[src/rtl/alu_pkg.sv]
// Shared definitions for the add_sub result buffer: OP codes, result width and entry layout.
// Optional consistency checking elsewhere is enabled by defining ALU_RES_CHECK_EN.
package alu_pkg;

  localparam logic OP_ADD = 1'b0;
  localparam logic OP_SUB = 1'b1;

  localparam int unsigned RES_W   = 4;
  localparam int unsigned ENTRY_W = 8;

  // Entry layout: {op, r[3:0], sf, zf, dzf}
  localparam int unsigned ENT_DZF   = 0;
  localparam int unsigned ENT_ZF    = 1;
  localparam int unsigned ENT_SF    = 2;
  localparam int unsigned ENT_R_LSB = 3;
  localparam int unsigned ENT_R_MSB = ENT_R_LSB + RES_W - 1;
  localparam int unsigned ENT_OP    = 7;

  typedef struct packed {
    logic             op;
    logic [RES_W-1:0] r;
    logic             sf;
    logic             zf;
    logic             dzf;
  } alu_entry_t;

  function automatic logic [ENTRY_W-1:0] pack_entry(input logic             op,
                                                    input logic [RES_W-1:0] r,
                                                    input logic             sf,
                                                    input logic             zf,
                                                    input logic             dzf);
    logic [ENTRY_W-1:0] e;
    e                       = '0;
    e[ENT_OP]               = op;
    e[ENT_R_MSB:ENT_R_LSB]  = r;
    e[ENT_SF]               = sf;
    e[ENT_ZF]               = zf;
    e[ENT_DZF]              = dzf;
    return e;
  endfunction

  function automatic alu_entry_t unpack_entry(input logic [ENTRY_W-1:0] e);
    alu_entry_t s;
    s.op  = e[ENT_OP];
    s.r   = e[ENT_R_MSB:ENT_R_LSB];
    s.sf  = e[ENT_SF];
    s.zf  = e[ENT_ZF];
    s.dzf = e[ENT_DZF];
    return s;
  endfunction

endpackage

[src/rtl/alu_sticky_status.sv]
// Sticky SF/ZF/DZF flags and saturating accepted-result counter for the ALU result FIFO.
// Defining ALU_RES_CHECK_EN adds chk_err, a sticky flag/result consistency error.
module alu_sticky_status
  import alu_pkg::*;
#(
  parameter int unsigned CNT_W = 8
) (
  input  logic             clk,
  input  logic             rst_n,
  input  logic             push,
  input  logic             clr,
`ifdef ALU_RES_CHECK_EN
  input  logic [RES_W-1:0] in_r,
`endif
  input  logic             in_sf,
  input  logic             in_zf,
  input  logic             in_dzf,
  output logic             sticky_sf,
  output logic             sticky_zf,
  output logic             sticky_dzf,
`ifdef ALU_RES_CHECK_EN
  output logic             chk_err,
`endif
  output logic [CNT_W-1:0] result_cnt
);

  logic [2:0]       sticky_q, sticky_d;
  logic [2:0]       in_flags;
  logic [CNT_W-1:0] cnt_q, cnt_d;

  assign in_flags = {in_sf, in_zf, in_dzf};

  // A clear coinciding with a push keeps only the pushed entry's contribution.
  always_comb begin
    sticky_d = sticky_q;
    cnt_d    = cnt_q;
    if (clr) begin
      sticky_d = push ? in_flags : 3'b000;
      cnt_d    = push ? CNT_W'(1) : '0;
    end else if (push) begin
      sticky_d = sticky_q | in_flags;
      if (cnt_q != {CNT_W{1'b1}}) begin
        cnt_d = cnt_q + CNT_W'(1);
      end
    end
  end

  always_ff @(posedge clk or negedge rst_n) begin
    if (!rst_n) begin
      sticky_q <= 3'b000;
      cnt_q    <= '0;
    end else begin
      sticky_q <= sticky_d;
      cnt_q    <= cnt_d;
    end
  end

  assign sticky_sf  = sticky_q[2];
  assign sticky_zf  = sticky_q[1];
  assign sticky_dzf = sticky_q[0];
  assign result_cnt = cnt_q;

`ifdef ALU_RES_CHECK_EN
  logic chk_q, chk_d, mismatch;

  // Sign-magnitude: SF must mirror the sign bit, ZF must flag a zero magnitude (incl. -0).
  assign mismatch = (in_sf != in_r[RES_W-1]) ||
                    (in_zf != (in_r[RES_W-2:0] == '0));

  always_comb begin
    chk_d = chk_q;
    if (clr) begin
      chk_d = push & mismatch;
    end else if (push) begin
      chk_d = chk_q | mismatch;
    end
  end

  always_ff @(posedge clk or negedge rst_n) begin
    if (!rst_n) begin
      chk_q <= 1'b0;
    end else begin
      chk_q <= chk_d;
    end
  end

  assign chk_err = chk_q;
`endif

endmodule

[src/rtl/alu_result_fifo.sv]
// Valid/ready FIFO buffering add_sub results {op, r, sf, zf, dzf} plus sticky status.
// Defining ALU_RES_CHECK_EN adds the chk_err output.
module alu_result_fifo
  import alu_pkg::*;
#(
  parameter int unsigned DEPTH = 4,
  parameter int unsigned CNT_W = 8
) (
  input  logic                     clk,
  input  logic                     rst_n,
  input  logic                     in_valid,
  output logic                     in_ready,
  input  logic                     in_op,
  input  logic [RES_W-1:0]         in_r,
  input  logic                     in_sf,
  input  logic                     in_zf,
  input  logic                     in_dzf,
  output logic                     out_valid,
  input  logic                     out_ready,
  output logic                     out_op,
  output logic [RES_W-1:0]         out_r,
  output logic                     out_sf,
  output logic                     out_zf,
  output logic                     out_dzf,
  output logic [$clog2(DEPTH):0]   count,
  output logic                     sticky_sf,
  output logic                     sticky_zf,
  output logic                     sticky_dzf,
  input  logic                     clr_sticky,
`ifdef ALU_RES_CHECK_EN
  output logic                     chk_err,
`endif
  output logic [CNT_W-1:0]         result_cnt
);

  localparam int unsigned AW = $clog2(DEPTH);
  localparam int unsigned PW = AW + 1;

  logic [ENTRY_W-1:0] mem [DEPTH];
  logic [PW-1:0]      wr_ptr_q, wr_ptr_d;
  logic [PW-1:0]      rd_ptr_q, rd_ptr_d;
  logic               full, empty, push, pop;
  alu_entry_t         head;

  // MSB of each pointer is a wrap bit distinguishing full from empty.
  assign empty = (wr_ptr_q == rd_ptr_q);
  assign full  = (wr_ptr_q[AW-1:0] == rd_ptr_q[AW-1:0]) &&
                 (wr_ptr_q[AW] != rd_ptr_q[AW]);

  assign in_ready  = !full;
  assign out_valid = !empty;
  assign push      = in_valid & in_ready;
  assign pop       = out_valid & out_ready;

  always_comb begin
    wr_ptr_d = wr_ptr_q;
    rd_ptr_d = rd_ptr_q;
    if (push) wr_ptr_d = wr_ptr_q + PW'(1);
    if (pop)  rd_ptr_d = rd_ptr_q + PW'(1);
  end

  always_ff @(posedge clk or negedge rst_n) begin
    if (!rst_n) begin
      wr_ptr_q <= '0;
      rd_ptr_q <= '0;
    end else begin
      wr_ptr_q <= wr_ptr_d;
      rd_ptr_q <= rd_ptr_d;
    end
  end

  // Storage is deliberately not reset; out_* are don't-care while empty.
  always_ff @(posedge clk) begin
    if (push) begin
      mem[wr_ptr_q[AW-1:0]] <= pack_entry(in_op, in_r, in_sf, in_zf, in_dzf);
    end
  end

  assign head    = unpack_entry(mem[rd_ptr_q[AW-1:0]]);
  assign out_op  = head.op;
  assign out_r   = head.r;
  assign out_sf  = head.sf;
  assign out_zf  = head.zf;
  assign out_dzf = head.dzf;

  assign count = wr_ptr_q - rd_ptr_q;

  alu_sticky_status #(
    .CNT_W (CNT_W)
  ) u_status (
    .clk        (clk),
    .rst_n      (rst_n),
    .push       (push),
    .clr        (clr_sticky),
`ifdef ALU_RES_CHECK_EN
    .in_r       (in_r),
`endif
    .in_sf      (in_sf),
    .in_zf      (in_zf),
    .in_dzf     (in_dzf),
    .sticky_sf  (sticky_sf),
    .sticky_zf  (sticky_zf),
    .sticky_dzf (sticky_dzf),
`ifdef ALU_RES_CHECK_EN
    .chk_err    (chk_err),
`endif
    .result_cnt (result_cnt)
  );

endmodule

[config.mk]
export PLATFORM = sky130hd
export DESIGN_NAME = alu_result_fifo
export DESIGN_NICKNAME = d
export VERILOG_FILES = /design/src/rtl/alu_pkg.sv /design/src/rtl/alu_sticky_status.sv /design/src/rtl/alu_result_fifo.sv
export SDC_FILE = /design/constraint.sdc
export NUM_CORES = 1
export LEC_CHECK = 0
export ABC_AREA = 1
export CAP_MARGIN = 20
export CORE_MARGIN = 2
export CORE_UTILIZATION = 45
export DETAILED_ROUTE_END_ITERATION = 10
export GPL_TIMING_DRIVEN = 0
export PLACE_DENSITY = 0.73
export RECOVER_POWER = 100
export SLEW_MARGIN = 20
export SYNTH_ARGS = -nofsm -noshare
export SYNTH_HDL_FRONTEND = slang
export SYNTH_SLANG_ARGS = --single-unit
export TNS_END_PERCENT = 50
[constraint.sdc]
create_clock -name clk -period 5.35 [get_ports clk]
set_input_delay 0.8025 -clock clk [delete_from_list [all_inputs] [get_ports clk]]
set_output_delay 0.8025 -clock clk [all_outputs]
set_load 0.02 [all_outputs]
# Word level (Yosys, flattened, before mapping)
# Memory sizes are Yosys's and may differ from the RTL's.
# Index checks and enable logic that the tools add are counted.
# word_totals
register_bits	17
mem_bits_rw	32
output_inout_bits	24
wordCells	31
mem_count	1
# op_classes
addsub	4
n_eq_ne	4
muxes	9
bitwise	3
n_reduce_logical	6
# memory_table
name	depth	width	rd	rd_ports_with_merged_regs	wr	line	source
mem	4	8	1	0	1	alu_result_fifo.sv:39	logic [ENTRY_W-1:0] mem [DEPTH];
# op_table
op	count
$mux 8	3
$mux 3	3
$add 8x1->8 const B	1
$ne 8x8->1 const B	1
$add 3x1->3 const B	2
$reduce_bool 2->1	2
$eq 3x3->1	1
$mux 1	3
$or 3x3->3	1
$sub 3x3->3	1
$and 1x1->1	2
$eq 2x2->1	1
$logic_not 1->1	2
$reduce_and 2->1	1
$logic_and 1x1->1	1
$ne 1x1->1	1

# Longest topological paths before layout
# Gate-level depths: netlist (run 1).
# logic_depth
word_depth	6
ltp_mapped	9
ltp_nobuf	9

# Hierarchy
# Synthesis (run 1) repeated with hierarchy kept, for this count alone.
# hier_totals
cells_unflattened	214
area_unflattened_um2	2287.2
# by_module_without_submodules
module	instances	cells_per_inst	area_per_inst_um2
alu_result_fifo	1	140	1690.4
alu_sticky_status	1	74	596.8

# Least setup slack after synthesis (run 1)
# No wires, ideal clock.
# synth_timing
kind	register to output
startpoint	reg rd_ptr_q[0]
endpoint	out count[2]
t_arrival_ns	1.424
t_required_ns	4.548
path_slack_ns	3.124
stages_incl_launch_ff	4
n_path_buf	0
cell_sequence	dfrtp_1 > ha_1 > fa_1 > xnor2_1
# synth_between
elab_chain_cells	1
# synth_rtl
element	line	source
start, declared	alu_result_fifo.sv:41	logic [PW-1:0] rd_ptr_q, rd_ptr_d;
start signal, assigned	alu_result_fifo.sv:68	rd_ptr_q <= rd_ptr_d;
$sub 3x3->3	alu_result_fifo.sv:86	assign count = wr_ptr_q - rd_ptr_q;
end, declared	alu_result_fifo.sv:25	output logic [$clog2(DEPTH):0] count,
# No other way between the ends.

# Final worst setup path (run 1)
# layout_timing
startpoint	reg rd_ptr_q[1]
endpoint	out in_ready
# layout_between
elab_chain_cells	3
# layout_rtl
element	line	source
$eq 2x2->1	alu_result_fifo.sv:47	assign full = (wr_ptr_q[AW-1:0] == rd_ptr_q[AW-1:0]) &&
$logic_and 1x1->1	alu_result_fifo.sv:47	
$logic_not 1->1	alu_result_fifo.sv:50	assign in_ready = !full;
end, declared	alu_result_fifo.sv:12	output logic in_ready,
# No other way between the ends.

==> results of run 1 <==
[synthesized netlist by cell type]
library cell  number  area [µm²]
nand2_2            6        37.5
o21ai_0           15        75.1
o22ai_1            8        50.1
xor2_1             4        35.0
buf_2              5        25.0
nor2_2             1        6.26
dfrtp_1           17         425
inv_1             14        52.6
nor2_4             2        22.5
nand2_1           36         135
clkinv_1           2        7.51
nand2_4            1        11.3
inv_2              2        7.51
nor3b_1            1        7.51
o211ai_1           1        7.51
xnor2_1            2        17.5
ha_1               8         100
edfxtp_1          32         961
nand3_4            2        35.0
nor2_1            32         120
nand3_1           14        70.1
o21bai_1           1        7.51
fa_1               1        20.0
a21oi_1            3        15.0
o21ai_1            4        20.0
[registers in the layout, indices dropped and copies added, names as in the netlist]
register             cells
mem                     32
u_status.result_cnt      8
rd_ptr_q                 3
u_status.sticky_q        3
wr_ptr_q                 3
[metrics by stage]
stage | hold WS [ps] | worst slack, ps
floorplan | 473 | 3120
global placement | 469 | 2190
finish | 489 | 1690
global route | 517 | 1500
detailed placement | 473 | 2160
CTS | 499 | 1820
[power groups by stage]
stage	clock, mW	sequential (mW)	combinational, mW
finish	0.212	0.576	0.698
global route	0.233	0.588	0.775
CTS	0.218	0.578	0.773
detailed placement	0	0.585	0.771
global placement	0	0.582	0.763
floorplan	0	0.582	0.448
[critical path, delay by kind of cell, from the launching register on]
family | cells | cell delay [ps]
buf+inv | 3 | 1220
flops | 1 | 620
fa+ha+maj | 1 | 390
simple gates | 2 | 320
[cell usage in the layout (no fill, tap or decap)]
cell,n
clkinv_1,2
o22ai_1,8
nor2_4,2
buf_2,5
nand2_1,38
o21ai_0,17
edfxtp_1,32
dfrtp_1,17
clkbuf_8,5
clkinv_2,2
nor2_1,33
xor2_1,4
nand3_1,16
a21oi_1,3
xnor2_1,2
clkinvlp_4,1
dlygate4sd3_1,32
nor3b_1,1
inv_2,2
o21bai_1,1
nand2_2,5
ha_1,8
fa_1,1
clkdlybuf4s50_1,2
o211ai_1,1
o21ai_1,2
inv_1,14
[kinds of logic after synthesis]
family | Yosys count | synth area share
adder cells (fa/ha/maj) | 9 | 0.0529
AO/OA/AOI/OAI | 32 | 0.0771
buffers and inverters | 23 | 0.0407
XOR/XNOR | 6 | 0.0231
flip-flops | 49 | 0.610
AND/OR/NAND/NOR | 95 | 0.196
[routing by layer]
| metal | up-vias | global-route usage |
|---|---|---|
| met1 | 760 | 0.234 |
| met3 | 4 | 0.0428 |
| met5 | - | 0 |
| li1 | 806 | - |
| met4 | 0 | 0.0417 |
| met2 | 34 | 0.294 |
[final timing paths]
path / endpoint / from / cells past startpoint
setup / recovery: in_ready / rd_ptr_q[1]$_DFFE_PN0P_ / 6
hold / removal: u_status.sticky_q[2]$_DFFE_PN0P_ / u_status.sticky_q[2]$_DFFE_PN0P_ / 2
setup reg to reg: mem[3][7]$_DFFE_PP_ / rd_ptr_q[1]$_DFFE_PN0P_ / 7
hold reg to reg: u_status.sticky_q[2]$_DFFE_PN0P_ / u_status.sticky_q[2]$_DFFE_PN0P_ / 2
max in group asynchronous: wr_ptr_q[2]$_DFFE_PN0P_ / rst_n / 1
min in group asynchronous: u_status.result_cnt[4]$_DFFE_PN0P_ / rst_n / 1
[area by class of cell]
type / count / area, µm² / area share
buffer: 5 / 25.0 / 0.00912
clock buffer: 5 / 68.8 / 0.0251
tap: 67 / 83.8 / 0.0305
multi-input combinational: 142 / 756 / 0.275
timing repair buffer: 34 / 340 / 0.124
inverter: 18 / 67.6 / 0.0246
sequential: 49 / 1390 / 0.505
clock inverter: 3 / 17.5 / 0.00638
==> out/results.txt, run 1 <==
CTS Hold Bufs -> 0
Pint -> 0.866 mW
Mapped Cells -> 214
Clock Sinks -> 49
Highest metal used -> met4
WL met3 -> 202 µm
Initial Utilization -> 0.475
P_sw -> 0.620 mW
Final #Nets -> 277
Worst Tran Pin Value -> 827 ps
CTS root buf -> clkbuf_8
Period utilization -> 0.684
Cell Pwr Density -> 541 nW/µm²
H-tree depth -> 2
Clock skew -> 5.57 ps
Core Box Area -> 4790 µm²
Die Wd -> 75.1 µm
Cells resized by post-CTS repair -> 0
Synthesis Warnings -> 0
Yosys reg bits -> 49
DP Area -> 2700 µm²
Worst path required time -> 4550 ps
Share of post-route cells with drive strength above 1 -> 0.0859
Met2 wire len -> 2150 µm
Final setup fails -> 0
Fmax achieved -> 273 MHz
GPL Wtd Cong -> 0.773
Initial DRC count -> 74
Via/cell ratio -> 4.97
Syn avg cell area -> 10.6 µm²
Highest-delay cell along the critical path -> dlygate4sd3_1
Final WL -> 4510 µm
WP data arrival -> 2860 ps
Vias in the first global route -> 1,501
CP Cell Sequence -> clkinv_1, ha_1, nand2_1, clkinv_1, nand3_1, dlygate4sd3_1
Outcome -> completed
Remaining DRCs -> 0
IO Count -> 37
Gr usage total -> 0.176
Pre-antenna DRT Iters -> 4
Clock Path Buffers -> 2
Synth-to-layout area growth -> 20.8%
Vias -> 1,604
Slew Viols, Final -> 0
Worst Hold Class -> reg -> reg
Skew-Pair Late Insertion Delay -> 300 ps
Full die area -> 5630 µm²
Combinational share of power -> 0.470
Post-CTS setup repair buffer count -> 0
Initial antenna violation count -> 0
Final core occ -> 0.574
Fin crit period -> 3660 ps
CTS Buf Count -> 5
Sequential area share after synthesis -> 0.610
Syn_nets -> 236
Reg power frac -> 0.387
Total grt overflow -> 0
Reg2Reg Setup Slack -> 2210 ps
Cell area after synthesis -> 2270 µm²
CP Class -> reg -> out
Slew HR -> 0.447
Largest net degree at the start of global routing -> 18
Non-Filler Instances -> 323
Clock power frac -> 0.143
Distinct cells, synth -> 25
Fin area -> 2750 µm²
Net Sw Frac -> 0.417
Leakage power -> 1.12 nW
Worst path most repeated cell -> clkinv_1
Peak supply drop -> 0.261 mV
Post-route ant nets -> 0
DRT met1 WL -> 2120 µm
Placement Rows -> 25
Reg clk slew, reported paths -> 90 ps
Setup TNS -> 0 ps
Overall Power -> 1.49 mW
CTS tree -> built
Hold Fails Final Rpt -> 0
Die Y -> 75.1 µm
Startpoint types -> register
Max Cap Viol -> 0
Cell Count Post-Placement -> 315
Layout filler cell count -> 424
Crit. End Element -> primary output
PortBufs -> 34
DR WL/cell -> 14.0 µm
HPWL Detailed -> 3060 µm
Largest stage delay on the critical path -> 730 ps
First-pass GRT wire length -> 7230 µm
RSZ-0062 raised after global routing -> no
# diodes -> 0
CP max FO -> 11
Power figures use the tool's default switching activity.
==> run 2: changes to the inputs <==
- clock period: 5.35 -> 3.6 ns (I/O delays scaled with it)
==> run 2 against run 1 <==
Effect of this change:
- clock power is 49% higher
- sequential share of layout area is 0.23 points lower
- register-to-register slack got worse by 1600 ps
- via count is 0.12% lower
- critical endpoint is now out_valid
- largest power group unchanged
==> out/results.txt, run 2 (same netlist as run 1, synthesis figures left out) <==
Hold path depth -> 2
# diodes -> 0
Gr usage total -> 0.176
Setup TNS -> 0 ps
Leakage power -> 1.12 nW
Max reg flops -> 32
Final core occ -> 0.576
Commonest non-fill, non-tap cells in the layout -> nand2_1, nor2_1, dlygate4sd3_1, edfxtp_1
Share of post-route cells with drive strength above 1 -> 0.0898
R2R depth -> 7
Die Wd -> 75.1 µm
CTS root buf -> clkbuf_8
Non-Filler Instances -> 323
Total grt overflow -> 0
Synth-to-layout area growth -> 21.4%
CP Cell Sequence -> clkinv_1, ha_1, nand2_1, clkinv_1, nand2_1, dlygate4sd3_1
Worst path required time -> 3060 ps
CTS Hold Bufs -> 0
Crit. End Element -> primary output
Fmax achieved -> 306 MHz
Vias -> 1,602
WP data arrival -> 2730 ps
Reg2Reg Setup Slack -> 620 ps
RSZ-0062 raised after global routing -> no
Fin crit period -> 3270 ps
Vias in the first global route -> 1,501
Initial antenna violation count -> 0
DR WL/cell -> 13.9 µm
Clock Sinks -> 49
CP max FO -> 11
Die Y -> 75.1 µm
Slew Viols, Final -> 0
GPL Wtd Cong -> 0.773
Clock Path Buffers -> 2
Worst Tran Pin Value -> 828 ps
Largest net degree at the start of global routing -> 18
Setup WS pre-CTS -> 648 ps
Post-route ant nets -> 0
Cell Pwr Density -> 807 nW/µm²
CTS tree -> built
Max Cap Viol -> 0
Pre-antenna DRT Iters -> 5
Period utilization -> 0.909
HPWL Detailed -> 3060 µm
Worst Hold Class -> reg -> reg
Remaining DRCs -> 0
Clock skew -> 7.17 ps
Startpoint types -> register
Core Box Area -> 4790 µm²
Final #Nets -> 277
CTS Buf Count -> 5
Commonest non-fill, non-tap cell in the layout -> nand2_1
Cells resized by post-CTS repair -> 0
Reg clk slew, reported paths -> 90 ps
Final WL -> 4500 µm
First-pass GRT wire length -> 7230 µm
Hold Slack -> 489 ps
Initial DRC count -> 79
H-tree depth -> 2
Full die area -> 5630 µm²
CP Class -> reg -> out
Peak supply drop -> 0.397 mV
Slew HR -> 0.446
Layout filler cell count -> 422
Skew-Pair Late Insertion Delay -> 300 ps
Highest-delay cell along the critical path -> dlygate4sd3_1
Post-CTS setup repair buffer count -> 0
Final setup fails -> 0
Hold Fails Final Rpt -> 0
IO Count -> 37
Outcome -> completed
Placement Rows -> 25
Final worst-path setup slack -> 328 ps
Cell Count Post-Placement -> 315
Largest stage delay on the critical path -> 680 ps
PortBufs -> 34
Via/cell ratio -> 4.96
Initial Utilization -> 0.475
## run 2: worst paths after layout
kind                                                   from                            endpoint
setup / recovery                    rd_ptr_q[1]$_DFFE_PN0P_                           out_valid
min in group asynchronous                             rst_n  u_status.result_cnt[4]$_DFFE_PN0P_
hold / removal             u_status.sticky_q[2]$_DFFE_PN0P_    u_status.sticky_q[2]$_DFFE_PN0P_
setup reg to reg                    rd_ptr_q[1]$_DFFE_PN0P_                 mem[3][7]$_DFFE_PP_
hold reg to reg            u_status.sticky_q[2]$_DFFE_PN0P_    u_status.sticky_q[2]$_DFFE_PN0P_
max in group asynchronous                             rst_n             wr_ptr_q[0]$_DFFE_PN0P_
## run 2: layout make-up
| type | instances | area [µm²] | share of cell area |
|---|---|---|---|
| flip-flops and latches | 49 | 1390 | 0.503 |
| multi-input cells | 142 | 768 | 0.279 |
| repair buffers | 34 | 340 | 0.123 |
| well taps | 67 | 83.8 | 0.0304 |
| clock buffers | 5 | 68.8 | 0.0250 |
| inverters | 18 | 67.6 | 0.0245 |
| plain buffers | 5 | 25.0 | 0.00907 |
| clock inverters | 3 | 17.5 | 0.00635 |
## run 2: critical path, delay by kind of cell, from the launching register on
family / cells / cell delay (ps)
adder cells (fa/ha/maj): 1 / 390
flip-flops: 1 / 630
AND/OR/NAND/NOR: 2 / 200
buffers and inverters: 3 / 1210
## run 2: power by group
group / internal (mW) / switching [mW] / leakage (nW) / total, mW
clock network: 0.134 / 0.181 / 0.0439 / 0.316
logic: 0.405 / 0.649 / 0.569 / 1.05
registers: 0.753 / 0.103 / 0.509 / 0.856
## run 2: per-layer routing
metal	vias to the layer above	wire (µm)	share of wire	GRT usage
met4	0	35	0.0078	0.0417
met5	-	0	0	0
met2	34	2130	0.47	0.294
met3	4	210	0.047	0.0428
li1	806	-	-	-
met1	758	2120	0.47	0.234
## run 2: stage by stage
| step | area, µm² | power (mW) |
|---|---|---|
| detailed placement | 2700 | 2.01 |
| global placement | 2700 | 2.00 |
| floorplan | 2270 | 1.53 |
| CTS | 2780 | 2.33 |
| finish | 2760 | 2.23 |
| global route | 2760 | 2.39 |
